**src/rtl/sram_fifo_checked_pkg.sv**
```systemverilog
// sram_fifo_checked_pkg: shared defaults and pointer sizing for the SRAM-backed FIFO.
package sram_fifo_checked_pkg;

    localparam int DEF_WIDTH = 8;
    localparam int DEF_DEPTH_LOG2 = 3;

    function automatic int ptrWidth(int log2Depth);
        return log2Depth + 1;
    endfunction

endpackage

```
**src/rtl/sram_fifo_checked_sram_dp.sv**
```systemverilog
// sram_dp: simple dual-port synchronous RAM with one write port and a registered read port.
module sram_dp #(
    parameter int WIDTH = 8,
    parameter int DEPTH_LOG2 = 3
) (
    input  logic                  clk,
    input  logic                  we,
    input  logic [DEPTH_LOG2-1:0] waddr,
    input  logic [WIDTH-1:0]      wdata,
    input  logic                  re,
    input  logic [DEPTH_LOG2-1:0] raddr,
    output logic [WIDTH-1:0]      rdata
);

    logic [WIDTH-1:0] mem [2**DEPTH_LOG2];

    // Read-before-write when both ports hit the same address.
    always_ff @(posedge clk) begin
        if (we) mem[waddr] <= wdata;
        if (re) rdata <= mem[raddr];
    end

endmodule

```
**src/rtl/sram_fifo_checked.sv**
```systemverilog
// sram_fifo_checked: synchronous FIFO over a dual-port SRAM with threshold flags and sticky error flags.
module sram_fifo_checked
    import sram_fifo_checked_pkg::*;
#(
    parameter int WIDTH = DEF_WIDTH,
    parameter int DEPTH_LOG2 = DEF_DEPTH_LOG2,
    parameter int AF_LEVEL = (1 << DEPTH_LOG2) - 1,
    parameter int AE_LEVEL = 1
) (
    input  logic                             clk,
    input  logic                             rst,
    input  logic                             clear,
    input  logic                             wr_en,
    input  logic [WIDTH-1:0]                 wr_data,
    input  logic                             rd_en,
    output logic [WIDTH-1:0]                 rd_data,
    output logic                             rd_valid,
    output logic                             full,
    output logic                             empty,
    output logic                             almost_full,
    output logic                             almost_empty,
    output logic [ptrWidth(DEPTH_LOG2)-1:0]  count,
    output logic                             overflow,
    output logic                             underflow
);

    localparam int PW = ptrWidth(DEPTH_LOG2);

    logic [PW-1:0]    wrPtr, rdPtr;
    logic [WIDTH-1:0] ramQ, lastData;
    logic             wrAcc, rdAcc;

    assign empty = wrPtr == rdPtr;
    assign full = (wrPtr[PW-1] != rdPtr[PW-1]) && (wrPtr[PW-2:0] == rdPtr[PW-2:0]);
    assign count = wrPtr - rdPtr;
    assign almost_full = int'(count) >= AF_LEVEL;
    assign almost_empty = int'(count) <= AE_LEVEL;
    assign rdAcc = rd_en && !empty && !clear;
    assign wrAcc = wr_en && (!full || rdAcc) && !clear;
    // The RAM output is unreset, so a held copy supplies rd_data between reads.
    assign rd_data = rd_valid ? ramQ : lastData;

    always_ff @(posedge clk or negedge rst) begin
        if (!rst) begin
            wrPtr <= '0;
            rdPtr <= '0;
            rd_valid <= 1'b0;
            lastData <= '0;
            overflow <= 1'b0;
            underflow <= 1'b0;
        end else if (clear) begin
            wrPtr <= '0;
            rdPtr <= '0;
            rd_valid <= 1'b0;
            overflow <= 1'b0;
            underflow <= 1'b0;
        end else begin
            if (wrAcc) wrPtr <= wrPtr + PW'(1);
            if (rdAcc) rdPtr <= rdPtr + PW'(1);
            if (rd_valid) lastData <= ramQ;
            rd_valid <= rdAcc;
            overflow <= overflow || (wr_en && full && !rdAcc);
            underflow <= underflow || (rd_en && empty);
        end
    end

    sram_dp #(.WIDTH(WIDTH), .DEPTH_LOG2(DEPTH_LOG2)) uRam (
        .clk   (clk),
        .we    (wrAcc),
        .waddr (wrPtr[PW-2:0]),
        .wdata (wr_data),
        .re    (rdAcc),
        .raddr (rdPtr[PW-2:0]),
        .rdata (ramQ)
    );

endmodule

```
**config.mk**
```make
export PLATFORM = sky130hd
export DESIGN_NAME = sram_fifo_checked
export DESIGN_NICKNAME = d
export VERILOG_FILES = /design/src/rtl/sram_fifo_checked_pkg.sv /design/src/rtl/sram_fifo_checked_sram_dp.sv /design/src/rtl/sram_fifo_checked.sv
export SDC_FILE = /design/constraint.sdc
export NUM_CORES = 1
export LEC_CHECK = 0
export ABC_AREA = 1
export BUFFER_PORTS_ARGS = -buffer_cell sky130_fd_sc_hd__buf_2
export CORE_ASPECT_RATIO = 1.75
export CORE_MARGIN = 1
export CORE_UTILIZATION = 59
export DETAILED_ROUTE_END_ITERATION = 10
export PLACE_DENSITY = 0.81
export SKIP_LAST_GASP = 1
export SLEW_MARGIN = 15
export SYNTH_ARGS = -nofsm -noshare
export SYNTH_HDL_FRONTEND = slang
export SYNTH_SLANG_ARGS = --single-unit
```
**constraint.sdc**
```tcl
create_clock -name clk -period 2.82 [get_ports clk]
set_input_delay 0.282 -clock clk [delete_from_list [all_inputs] [get_ports clk]]
set_output_delay 0.282 -clock clk [all_outputs]
set_load 0.02 [all_outputs]
```
==> flow_summary_export.csv, run 1 <==
group,metric,value,unit
clocking,ctsRootBufferMaster,"clkbuf_16",
placement,io_buffer_count,31,
sta,fin_crit_sh,94.2,%
yosys,syn_area_per_cell,11.2,sq um
sta,max_slew_margin,69.4,%
detailed_routing,wl_per_cell,17.8,microns
sta,worst_slack,0.164,ns
status,status,"finished clean",
setup_path,r2r_slack,0.37,ns
yosys,synth_xor_area_share,0.885,%
yosys,synth_area_leaders,"edfxtp_1 55%, dfrtp_1 12%, nand2_1 6.0%, o21ai_0 5.1%, nor2_1 4.5%",
sta,tns,0,ns
die,fp.dieArea,0.00706,sq mm
power,irDropWorstVdd,615,uV
global_route,gr-total-overflow,0,
detailed_routing,drt-met1-wl,3040,microns
yosys,synth-compound-area-share,10.8,%
clocking,clk_pin_slew,0.06,ns
placement,gp_congestion,0.931,
sta,grt_setup_unrepaired,"no",
detailed_routing,num_vias,2802,
detailed_routing,ant_nets,0,
global_route,grt_pass1_vias,2639,
yosys,postSynthCellCount,354,
die,io-pin-count,32,
yosys,synth_edf_count,72,
worst_hold_path,hold_start,"rd_en",
power,power_leakage,1.82,nW
worst_hold_path,holdPathEnd,"underflow",
clocking,cts_max_level,3,
setup_path,cp_data_arrival_time,2.37,ns
global_route,grt_first_pass_wirelength,13000,microns
setup_path,path_buf_inv,2,
yosys,synth_top_family_by_area,"simple AND/OR/NAND/NOR gates",
detailed_routing,routed_wl,8530,microns
sta,fmax,376,MHz
detailed_routing,vias_per_cell,5.84,
yosys,postSynth.asyncResetShare,20.9,%
setup_path,critPathMaxFanout,11,
job,drv_cap,0,
cells_and_area,drive_gt1_share,18.8,%
yosys,seq_area_frac_synth,66.6,%
cells_and_area,fillCellCount,442,
cells_and_area,nNetsFinal,412,
detailed_routing,met3_length,476,microns
die,die_h,110,microns
clocking,postCtsSetupRepairBufs,0,
detailed_routing,drt_first_pass_iters,5,
yosys,synthTopCellsByCount,"72 x edfxtp_1, 63 x nand2_1, 47 x nor2_1, 40 x o21ai_0, 24 x inv_1",
cells_and_area,antenna_cells,0,
detailed_routing,wl_met2,4540,microns
die,core,0.00649,sq mm
detailed_routing,maxUsedRoutingLayer,"met4",
setup_path,slowest_delay,0.60,ns
worst_hold_path,hold_depth,3,
cells_and_area,area_growth,14.1,%
yosys,synth_top_area_cell,"edfxtp_1",
setup_path,timing.rr.start,"rdPtr[2]",
yosys,synth_top_area_share,54.6,%
placement,place_area,0.00421,sq mm
setup_path,slowest_stage,"dfrtp_1",
yosys,synth_nets,373,
yosys,yosysMostFrequentCell,"edfxtp_1",
clocking,cts_tree,"built",
placement,hpwl,6250,microns
setup_path,r2r_end,"uRam.mem[5][1]",
clocking,cts.path.max_buffers,2,
setup_path,worstSetupEndpointType,"output port",
power,power_density,767,mW/mm^2
die,die_w,63.9,microns
yosys,synthAdderAreaFrac,2.09,%
global_route,antenna_found_initial,0,
clocking,clock_sinks,91,
setup_path,cp_cell_sequence,"clkinvlp_4 -> ha_1 -> xnor2_1 -> or2_2 -> nor2_1 -> buf_2",
sta,setup_viol,0,
sta,worst_pin_slew,0.459,ns
setup_path,critPathRequiredTime,2.54,ns
global_route,grt_usage,26.6,%
sta,maxSlewViolCount,0,
sta,skew,0.00605,ns
yosys,synthMuxAreaShare,0,%
setup_path,path_delay_family,"flip-flops",
yosys,yosysUniqueCellTypes,28,
sta,hold_viol,0,
setup_path,critPathKind,"reg -> out",
yosys,syn_area,0.00396,sq mm
global_route,grt_max_degree,37,
setup_path,reg2regPathDepth,8,
die,start_util,61.0,%
placement,dp_slack,0.418,ns
detailed_routing,drc_errors,0,
yosys,yosys.area_share.simple,14.6,%
worst_hold_path,hp-class,"in -> reg",
cells_and_area,design_area,0.00452,sq mm
yosys,ys_warn_count,0,
clocking,cts_inserted_buffers,9,
detailed_routing,drtIter0Drc,198,
yosys,synth-main-ff-cell,"edfxtp_1",
sta,fin_crit,2.66,ns
clocking,insertion_delay,0.34,ns
yosys,synth_seq_cells,91,
cells_and_area,fin_util,69.6,%
setup_path,worstSetupStartpointType,"flop",
die,std_cell_rows,39,
==> routing by layer <==
metal / track usage (%) / up-vias
li1: - / 1303
met1: 27.0 / 1333
met2: 46.8 / 133
met3: 5.25 / 33
met4: 21.9 / 0
met5: 0 / -
==> where the power goes <==
| group | switching, mW | internal (mW) |
|---|---|---|
| logic | 0.512 | 0.222 |
| clock network | 0.477 | 0.682 |
| registers | 0.0364 | 1.54 |
| total | 1.03 | 2.44 |
==> worst register-to-register path: stages, from the launching register on <==
cell and delay, ns:
dfrtp_1 0.60, clkinvlp_4 0.30, ha_1 0.41, nand2_1 0.10, nor2_2 0.06, o211ai_4 0.14, nand3_4 0.19, nor2_1 0.17
buf_4 0.19
==> per-stage QoR <==
stage	power [mW]	instances	hold WS [ns]
3_3_place_gp	2.30	463	0.251
6_report	3.47	480	0.214
4_1_cts	3.48	480	0.208
2_1_floorplan	2.11	354	-0.0136
3_5_place_dp	2.33	463	0.257
5_1_grt	3.61	480	0.231
==> flip-flops by register name (all words and copies together) (netlist names) <==
name,count
uRam.mem,64
lastData,8
uRam.rdata,8
rdPtr,4
wrPtr,4
overflow,1
rd_valid,1
underflow,1
==> worst max-delay path by stage <==
stage | cells after the start | slack [ns] | endpoint | start
6_report | 6 | 0.16 | almost_empty | rdPtr[2]
5_1_grt | 6 | 0.02 | almost_empty | rdPtr[2]
4_1_cts | 6 | 0.16 | almost_empty | rdPtr[2]
3_5_place_dp | 8 | 0.42 | uRam.mem[4][1] | rdPtr[2]
3_3_place_gp | 8 | 0.52 | uRam.mem[4][0] | rdPtr[2]
2_1_floorplan | 6 | 0.55 | almost_empty | wrPtr[0]
==> placed cells by master, fill, tap and decap left out, types with 2 or more instances in the layout <==
cell and n:
nor2_1 47, buf_2 31, clkinvlp_4 2, clkbuf_16 9
inv_1 24, a21oi_1 2, nand4_1 5, clkinv_1 2
o21ai_2 7, nand2_2 2, o21ai_1 5, buf_4 12
ha_1 5, o21ai_0 40, inv_2 3, xor2_1 3
edfxtp_1 72, dfrtp_1 19, o22ai_1 16, nand3_1 16
nand2_1 63
==> layout make-up <==
type / instances / area, sq um / share of cell area (%)
clock buffer: 9 / 225 / 4.98
clock inverter: 7 / 67.6 / 1.50
sequential: 91 / 2640 / 58.4
multi-input combinational: 219 / 1120 / 24.8
inverter: 28 / 109 / 2.41
tap: 82 / 103 / 2.27
timing repair buffer: 44 / 255 / 5.65
==> repair_timing <==
| item | in CTS | in global routing |
|---|---|---|
| endpoints found under the hold margin | 19 | 0 |
| resized for setup | 0 | 1 |
| setup endpoints to repair | 0 | 1 |
| hold buffers | 1 | 0 |
==> cell families after synthesis <==
| logic type | after synthesis |
|---|---|
| adders and majority gates | 6 |
| AOI/OAI and AO/OA | 72 |
| xor gates and xnor gates | 4 |
| buffers and inverters | 44 |
| DFF | 91 |
| and+or+nand+nor | 137 |
Note: power is estimated with default switching activity, not from simulation.
==> run 2, diff against run 1 <==
BUFFER_PORTS_ARGS = -buffer_cell sky130_fd_sc_hd__buf_4   (was -buffer_cell sky130_fd_sc_hd__buf_2)
==> flow_summary_export.csv, run 2 (synthesis gave the netlist of run 1 again) <==
group,metric,value,unit
power,clkPwrFrac,34.7,%
sta,maxSlewViolCount,0,
cells_and_area,drive_gt1_share,19.0,%
placement,gp_congestion,1.03,
global_route,grt_pass1_vias,2624,
die,die_h,110,microns
sta,fmax,381,MHz
sta,fin_crit_sh,93.0,%
setup_path,crit_start,"wrPtr[0]",
setup_path,critPathMaxFanout,8,
sta,grt_setup_unrepaired,"no",
sta,hold_viol,0,
cells_and_area,area_growth,16.8,%
detailed_routing,drt_first_pass_iters,7,
sta,skew,0.00824,ns
power,pwr-share-seq,43.4,%
die,start_util,61.0,%
detailed_routing,wl_per_cell,18.8,microns
cells_and_area,layout_common_cells,"72 x edfxtp_1, 63 x nand2_1, 47 x nor2_1",
cells_and_area,largest_register_ffs,64,
global_route,grt_usage,29.0,%
sta,worst_slack,0.199,ns
power,power_density,784,mW/mm^2
cells_and_area,nNetsFinal,413,
detailed_routing,drtIter0Drc,246,
die,core,0.00649,sq mm
detailed_routing,routed_wl,9060,microns
detailed_routing,ant_nets,0,
clocking,cts.path.max_buffers,2,
clocking,cts_max_level,3,
setup_path,critPathRequiredTime,2.54,ns
placement,io_buffer_count,31,
cells_and_area,multi_input_area,0.00112,sq mm
sta,worst_pin_slew,0.607,ns
setup_path,critPathKind,"reg -> out",
setup_path,cp_data_arrival_time,2.34,ns
setup_path,slowest_stage,"dfrtp_1",
clocking,clock_sinks,91,
cells_and_area,antenna_cells,0,
clocking,cts_inserted_buffers,9,
placement,hpwl,6570,microns
die,die_w,63.9,microns
clocking,insertion_delay,0.34,ns
sta,setup_viol,0,
job,drv_cap,0,
cells_and_area,regArea,0.00264,sq mm
power,power_leakage,1.85,nW
setup_path,cp_cell_sequence,"inv_1 -> ha_1 -> fa_1 -> xnor2_1 -> or2_2 -> nor2_1 -> buf_4",
power,pwr-share-comb,21.9,%
worst_hold_path,hp-class,"in -> reg",
setup_path,worstSetupEndpointType,"output port",
power,p_sw,1.04,mW
sta,fin_crit,2.62,ns
detailed_routing,drc_errors,0,
setup_path,timing.rr.start,"rdPtr[2]",
setup_path,worstSetupStartpointType,"flop",
die,std_cell_rows,39,
cells_and_area,reg_top3,"uRam.mem x64, lastData x8, uRam.rdata x8",
global_route,grt_max_degree,37,
detailed_routing,num_vias,2767,
sta,tns,0,ns
cells_and_area,regMostFlops,"uRam.mem",
global_route,antenna_found_initial,0,
cells_and_area,final_common_cell,"edfxtp_1",
die,io-pin-count,32,
clocking,clk_pin_slew,0.06,ns
die,fp.dieArea,0.00706,sq mm
power,internal_power,2.59,mW
global_route,gr-total-overflow,0,
global_route,grt_first_pass_wirelength,13900,microns
placement,dp_slack,0.490,ns
power,irDropWorstVdd,593,uV
setup_path,slowest_delay,0.49,ns
worst_hold_path,hold_start,"clear",
detailed_routing,vias_per_cell,5.75,
power,sw_frac_of_total,28.7,%
clocking,ctsRootBufferMaster,"clkbuf_16",
cells_and_area,fillCellCount,478,
sta,max_slew_margin,59.4,%
clocking,cts_tree,"built",
status,status,"finished clean",
-- run 2: stage by stage --
stage	power, mW	hold slack [ns]	std cells	utilization, %	area, sq um
2_1_floorplan	2.11	-0.0136	354	-	3960
3_3_place_gp	2.36	0.175	464	66.2	4300
3_5_place_dp	2.38	0.177	464	66.2	4300
4_1_cts	3.63	0.176	481	71.3	4630
5_1_grt	3.78	0.184	481	71.3	4630
6_report	3.63	0.184	481	71.3	4630
-- run 2: cell type report --
cell class	count	share of cell area [%]
clock inverters	7	2.00
clock buffers	9	4.87
inverters	28	2.27
well taps	82	2.22
repair buffers	45	7.36
flip-flops and latches	91	57.0
multi-input cells	219	24.3
-- run 2: worst paths after layout --
path	end	cells after the start	slack, ns
hold reg to reg	lastData[2]	2	0.50
setup / recovery	almost_empty	7	0.20
hold / removal	overflow	2	0.18
setup reg to reg	uRam.mem[6][1]	7	0.48
min in group asynchronous	wrPtr[2]	2	0.35
max in group asynchronous	lastData[4]	2	2.25
-- run 2: metal layers --
| layer | part of all wire (%) | up-vias | GRT usage [%] |
|---|---|---|---|
| li1 | - | 1307 | - |
| met1 | 35 | 1297 | 29.3 |
| met2 | 54 | 123 | 51.7 |
| met3 | 4.2 | 40 | 5.86 |
| met4 | 6.7 | 0 | 22.4 |
| met5 | 0 | - | 0 |
-- run 2: power groups by stage --
| stage | combinational (mW) | sequential (mW) | clock [mW] |
|---|---|---|---|
| after detailed placement | 0.783 | 1.60 | 0 |
| after CTS | 0.788 | 1.57 | 1.27 |
| after global placement | 0.760 | 1.60 | 0 |
| after global routing | 0.872 | 1.58 | 1.32 |
| after floorplan | 0.515 | 1.59 | 0 |
| final | 0.793 | 1.57 | 1.26 |
-- run 2: critical path: cells and delay by family, from the launching register on --
family,cells,cell delay (ns)
DFF,1,0.49
adders and majority gates,2,0.63
and+or+nand+nor,2,0.39
xor gates and xnor gates,1,0.18
buffers and inverters,2,0.31
-- run 2: what timing repair did --
action | in CTS | in global routing
hold endpoints to repair | 19 | 0
hold buffers | 1 | 0
gates resized for setup | 0 | 0
setup buffers | 0 | 0
